<file path="src/rtl/frame_buf_arb.sv">
// rtl/frame_buf_arb.sv - single-port frame-buffer arbiter with double-buffered frame regions
// Round-robin writer/reader sharing, strobe sequencing and frame swap once both sides finish.
module frame_buf_arb #(
    parameter int DATA_WIDTH  = 32,
    parameter int ADDR_WIDTH  = 29,
    parameter int FRAME_WORDS = 307200,
    parameter int ACC_CYC     = 2
) (
    input  logic                  pll0_pll_clk_clk,
    input  logic                  reset,
    input  logic                  wr_req,
    input  logic [DATA_WIDTH-1:0] wr_data,
    output logic                  wr_ack,
    input  logic                  rd_req,
    output logic [DATA_WIDTH-1:0] rd_data,
    output logic                  rd_valid,
    output logic                  frame_swap,
    output logic [ADDR_WIDTH-1:0] mem_wr_addr,
    output logic [ADDR_WIDTH-1:0] mem_rd_addr,
    output logic [DATA_WIDTH-1:0] mem_wr_data,
    output logic                  mem_wr_en_n,
    output logic                  mem_rd_en_n,
    input  logic [DATA_WIDTH-1:0] mem_rd_data
);

    localparam logic [ADDR_WIDTH-1:0] FRAME_BASE = ADDR_WIDTH'(FRAME_WORDS);
    localparam logic [ADDR_WIDTH-1:0] LAST_IDX   = ADDR_WIDTH'(FRAME_WORDS - 1);
    localparam int                    CW         = $clog2(ACC_CYC + 1);
    localparam logic [CW-1:0]         ACC_LAST   = CW'(ACC_CYC);

    typedef enum logic [1:0] {IDLE, WR, RD, REL} state_t;

    state_t                state;
    logic                  wr_buf, rd_buf;
    logic                  wr_done, rd_done;
    logic                  last_wr;          // 1: last grant was the writer
    logic [ADDR_WIDTH-1:0] wr_cnt, rd_cnt;
    logic [CW-1:0]         acc_cnt;

    logic                  wr_elig, rd_elig, grant_wr, grant_rd;
    logic [ADDR_WIDTH-1:0] wr_addr_next, rd_addr_next;

    always_comb begin
        wr_elig      = wr_req && !wr_done;
        rd_elig      = rd_req && !rd_done;
        grant_wr     = wr_elig && (!rd_elig || !last_wr);
        grant_rd     = rd_elig && (!wr_elig || last_wr);
        wr_addr_next = (wr_buf ? FRAME_BASE : '0) + wr_cnt;
        rd_addr_next = (rd_buf ? FRAME_BASE : '0) + rd_cnt;
    end

    always_ff @(posedge pll0_pll_clk_clk) begin
        if (reset) begin
            state       <= IDLE;
            wr_buf      <= 1'b0;
            rd_buf      <= 1'b1;
            wr_done     <= 1'b0;
            rd_done     <= 1'b0;
            last_wr     <= 1'b0;
            wr_cnt      <= '0;
            rd_cnt      <= '0;
            acc_cnt     <= '0;
            wr_ack      <= 1'b0;
            rd_valid    <= 1'b0;
            frame_swap  <= 1'b0;
            rd_data     <= '0;
            mem_wr_data <= '0;
            mem_wr_addr <= '0;
            mem_rd_addr <= '0;
            mem_wr_en_n <= 1'b1;
            mem_rd_en_n <= 1'b1;
        end else begin
            wr_ack     <= 1'b0;
            rd_valid   <= 1'b0;
            frame_swap <= 1'b0;
            case (state)
                IDLE: begin
                    // A pending swap always wins over new grants
                    if (wr_done && rd_done) begin
                        wr_buf     <= ~wr_buf;
                        rd_buf     <= ~rd_buf;
                        wr_done    <= 1'b0;
                        rd_done    <= 1'b0;
                        frame_swap <= 1'b1;
                    end else if (grant_wr) begin
                        mem_wr_data <= wr_data;
                        mem_wr_addr <= wr_addr_next;
                        mem_wr_en_n <= 1'b0;
                        acc_cnt     <= CW'(1);
                        last_wr     <= 1'b1;
                        state       <= WR;
                    end else if (grant_rd) begin
                        mem_rd_addr <= rd_addr_next;
                        mem_rd_en_n <= 1'b0;
                        acc_cnt     <= CW'(1);
                        last_wr     <= 1'b0;
                        state       <= RD;
                    end
                end
                WR, RD: begin
                    if (acc_cnt == ACC_LAST) begin
                        mem_wr_en_n <= 1'b1;
                        mem_rd_en_n <= 1'b1;
                        wr_ack      <= (state == WR);
                        state       <= REL;
                    end else begin
                        acc_cnt <= acc_cnt + CW'(1);
                    end
                end
                REL: begin
                    if (last_wr) begin
                        if (wr_cnt == LAST_IDX) begin
                            wr_cnt  <= '0;
                            wr_done <= 1'b1;
                        end else begin
                            wr_cnt <= wr_cnt + ADDR_WIDTH'(1);
                        end
                    end else begin
                        rd_data  <= mem_rd_data;
                        rd_valid <= 1'b1;
                        if (rd_cnt == LAST_IDX) begin
                            rd_cnt  <= '0;
                            rd_done <= 1'b1;
                        end else begin
                            rd_cnt <= rd_cnt + ADDR_WIDTH'(1);
                        end
                    end
                    state <= IDLE;
                end
                default: state <= IDLE;
            endcase
        end
    end

endmodule

</file>
<file path="config.mk">
export PLATFORM = sky130hd
export DESIGN_NAME = frame_buf_arb
export DESIGN_NICKNAME = d
export VERILOG_FILES = /design/src/rtl/frame_buf_arb.sv
export SDC_FILE = /design/constraint.sdc
export NUM_CORES = 1
export LEC_CHECK = 0
export ABC_AREA = 1
export BUFFER_PORTS_ARGS = -buffer_cell sky130_fd_sc_hd__buf_2
export CAP_MARGIN = 0
export CELL_PAD_IN_SITES_DETAIL_PLACEMENT = 0
export CELL_PAD_IN_SITES_GLOBAL_PLACEMENT = 1
export CORE_MARGIN = 2
export CORE_UTILIZATION = 39
export DETAILED_ROUTE_END_ITERATION = 8
export GPL_TIMING_DRIVEN = 0
export PLACE_DENSITY_LB_ADDON = 0.1
export SYNTH_ARGS = -nofsm -noshare
export SYNTH_HDL_FRONTEND = slang
export SYNTH_SLANG_ARGS = --single-unit
</file>
<file path="constraint.sdc">
create_clock -name pll0_pll_clk_clk -period 2.2 [get_ports pll0_pll_clk_clk]
set_input_delay 0.22 -clock pll0_pll_clk_clk [delete_from_list [all_inputs] [get_ports pll0_pll_clk_clk]]
set_output_delay 0.22 -clock pll0_pll_clk_clk [all_outputs]
set_load 0.02 [all_outputs]
</file>
==> results.cfg <==
[run]
cap_violations = 0

[outcome]
violations = DRC
outcome = complete, but fails checks

[route]
wl_per_cell_um = 15.0
vias = 8797
ant_nets = 0
wl_um = 28100
drt_first_pass_iters = 7
vias_per_cell = 4.70
post-route-drc-count = 1
drtIter0Drc = 523

[synthesis]
synth-edff-count = 0
netlist_area_um2 = 9100
ys_seq_elements = 194
async_flop_share = 0
ys_seq_area_frac = 0.427
ys.warnings.count = 0
syn_avg_cell_area_um2 = 6.94
yosys.cell_types.count = 37
syn-num-nets = 1397
synthFlopType = dfxtp_1
netlist_instances = 1312

[clocking]
cts_made_buffers = 17
clock_latency_ns = 0.44
cts_tree = done
root_buffer = clkbuf_16
cts.sinks = 194
cts_buffer_depth = 2
path_clk_slew_ns = 0.08
cts_setup_buffers = 0
cts_max_level = 4

[die]
die_area_um2 = 24600
fp-row-count = 55
design.core.area_um2 = 22800
start_util = 0.400
ios = 195
die_x_um = 157
die_h_um = 157

[global_route]
grt_pass1_wl_um = 44800
antenna_found_initial = 2
grtUsageTotal = 0.234
grt_overflow = 0
grt_max_degree = 19
grt_pass1_vias = 8440

[setup_path]
cp_slowest_cell = fa_1
path_buf_inv = 3
worstSetupPathType = register to register
slowest_delay_ns = 0.42
cp.required_ns = 2.55
path_cells = ha_2 > inv_1 > fa_1 > inv_1 > nand3_1 > nand2_2 > nand2_1 > nand2_2 > xor2_1 > nand2_1 > nand2_1 > inv_1
end_kind = register
critical-path-top-delay-family = adder cells
worst_ep_arrival_time_ns = 2.38
start_kind = register
critPathMaxFanout = 7

[final_layout]
fin_cells = 1873
final_layout_size_suffix_gt1_frac = 0.191
fin_nets = 1630
area_growth_pct = 24.5
finalCoreUtilization = 0.498
design_area_um2 = 11300

[timing]
tightest_slew_ns = 0.774
setup_viol = 0
post-route-period-util = 0.926
hold_violations = 0
slew_headroom = 0.484
rsz0062_at_grt = false
finalMaxSlewViolations = 0
finClkSkew_ns = 0.00822
min_period_ns = 2.04
timing.hold.ws_ns = 0.00917
worst_slack_ns = 0.162
timing.fmax_mhz = 491

[power_and_ir_drop]
ir_worst_vdd_uv = 449
p_leak_nw = 5.33
powerDensity_nw_per_um2 = 934

[placement]
dpl-instance-area_um2 = 10500
place_congestion = 0.887
port_buffers = 193
place_ws_ns = -0.107
hpwl_um = 21400
post-place-cells = 1818

[min_path]
hold_path_class = input pin to register
[per-stage QoR]
stage / setup TNS [ns] / power, mW
after CTS: 0 / 10.7
after detailed placement: -0.293 / 7.28
after global routing: 0 / 11.2
after global placement: -0.313 / 7.26
after floorplan: 0 / 6.21
final: 0 / 10.6
[layout make-up]
cell class,count,area [µm²]
inverters,126,473
diodes,2,5.00
clock inverters,14,193
clock buffers,18,439
multi-input cells,941,4510
flip-flops and latches,194,3890
plain buffers,51,249
well taps,313,392
repair buffers,214,1180
fillers,2441,11400
[final timing paths]
kind	slack, ns	endpoint	depth (start not counted)	startpoint
max reg2reg	0.16	mem_rd_addr[20]	12	rd_buf
min reg2reg	0.46	mem_wr_en_n	2	mem_wr_en_n
min	0.009	mem_wr_data[23]	3	wr_data[23]
max	0.16	mem_rd_addr[20]	12	rd_buf
[registers in the layout, indices dropped and copies added, names as in the netlist]
signal	flops
wr_buf	1
rd_buf	1
mem_wr_data	32
rd_data	32
mem_rd_addr	29
mem_wr_addr	29
rd_done	1
rd_valid	1
mem_rd_en_n	1
wr_ack	1
state	2
mem_wr_en_n	1
wr_cnt	29
last_wr	1
rd_cnt	29
wr_done	1
frame_swap	1
acc_cnt	2
[report_power, final]
group	switching, mW	internal, mW	total [mW]
sequential	0.250	4.04	4.29
clock	1.53	1.86	3.39
combinational	1.99	0.915	2.90
[worst reg2reg max path: cells and delay by family (launching register included)]
kind                     cells  cell delay [ns]
XOR/XNOR                     1             0.16
adder cells (fa/ha/maj)      2             0.64
buffers and inverters        3             0.18
flip-flops                   1             0.41
AND/OR/NAND/NOR              6             0.55
[what timing repair did]
item,4_1_cts,5_1_grt
hold buffers,21,0
gates resized for setup,4,10
pin swaps,0,0
endpoints found under the hold margin,21,0
endpoints found under the setup margin,5,6
cloned,0,0
[cell usage after synthesis (7+ instances only)]
cell type  count  area share
clkbuf_1      25       0.010
nand4_1       15       0.010
o21ai_0      125       0.069
o21a_1         8      0.0066
nor2_1       344        0.14
nor3_1        14      0.0077
xor2_1        19       0.018
nand2_1      235       0.097
a21oi_1       38       0.021
buf_2         18      0.0099
nor2_4         7      0.0087
ha_1          15       0.021
dfxtp_1      194        0.43
xnor2_1       12       0.012
inv_1        120       0.049
nand3_1       70       0.038
[kinds of logic (layout without fill, tap and decap cells)]
kind of cell / count (synthesis) / in the layout / synth area share
and+or+nand+nor: 711 / 711 / 0.334
DFF: 194 / 194 / 0.427
AOI/OAI and AO/OA: 182 / 182 / 0.105
buffers and inverters: 177 / 423 / 0.0792
xor gates and xnor gates: 31 / 31 / 0.0298
adders and majority gates: 17 / 17 / 0.0250
other: 0 / 2 / 0
[per-layer routing]
layer / part of all wire / vias up / GRT usage / wire length, µm
li1: - / 4610 / - / -
met1: 0.44 / 3994 / 0.294 / 12400
met2: 0.51 / 149 / 0.409 / 14300
met3: 0.029 / 44 / 0.0382 / 816
met4: 0.022 / 0 / 0.0716 / 630
met5: 0 / - / 0 / 0
[cells in the final DEF (no fill, tap or decap), types with 3 or more instances in the layout]
| cell | Yosys | routed |
|---|---|---|
| nand4_1 | 15 | 15 |
| inv_2 | 6 | 6 |
| clkbuf_1 | 25 | 24 |
| buf_2 | 18 | 211 |
| nor2_8 | 3 | 3 |
| a21oi_1 | 38 | 38 |
| nand3_2 | 4 | 4 |
| bufinv_16 | 0 | 3 |
| nand3_1 | 70 | 70 |
| a31oi_1 | 3 | 3 |
| xor2_1 | 19 | 19 |
| dfxtp_4 | 0 | 3 |
| inv_6 | 0 | 4 |
| nor2_4 | 7 | 7 |
| o21a_1 | 8 | 8 |
| nor2_2 | 6 | 6 |
| nor2_1 | 344 | 344 |
| ha_1 | 15 | 13 |
| clkbuf_16 | 0 | 17 |
| xnor2_1 | 12 | 12 |
| o21ai_0 | 125 | 125 |
| nand2_2 | 3 | 7 |
| nor3_1 | 14 | 14 |
| inv_1 | 120 | 120 |
| dfxtp_1 | 194 | 191 |
| dlygate4sd3_1 | 0 | 21 |
| buf_4 | 5 | 5 |
| nand2_1 | 235 | 231 |
Power figures use the tool's default switching activity.
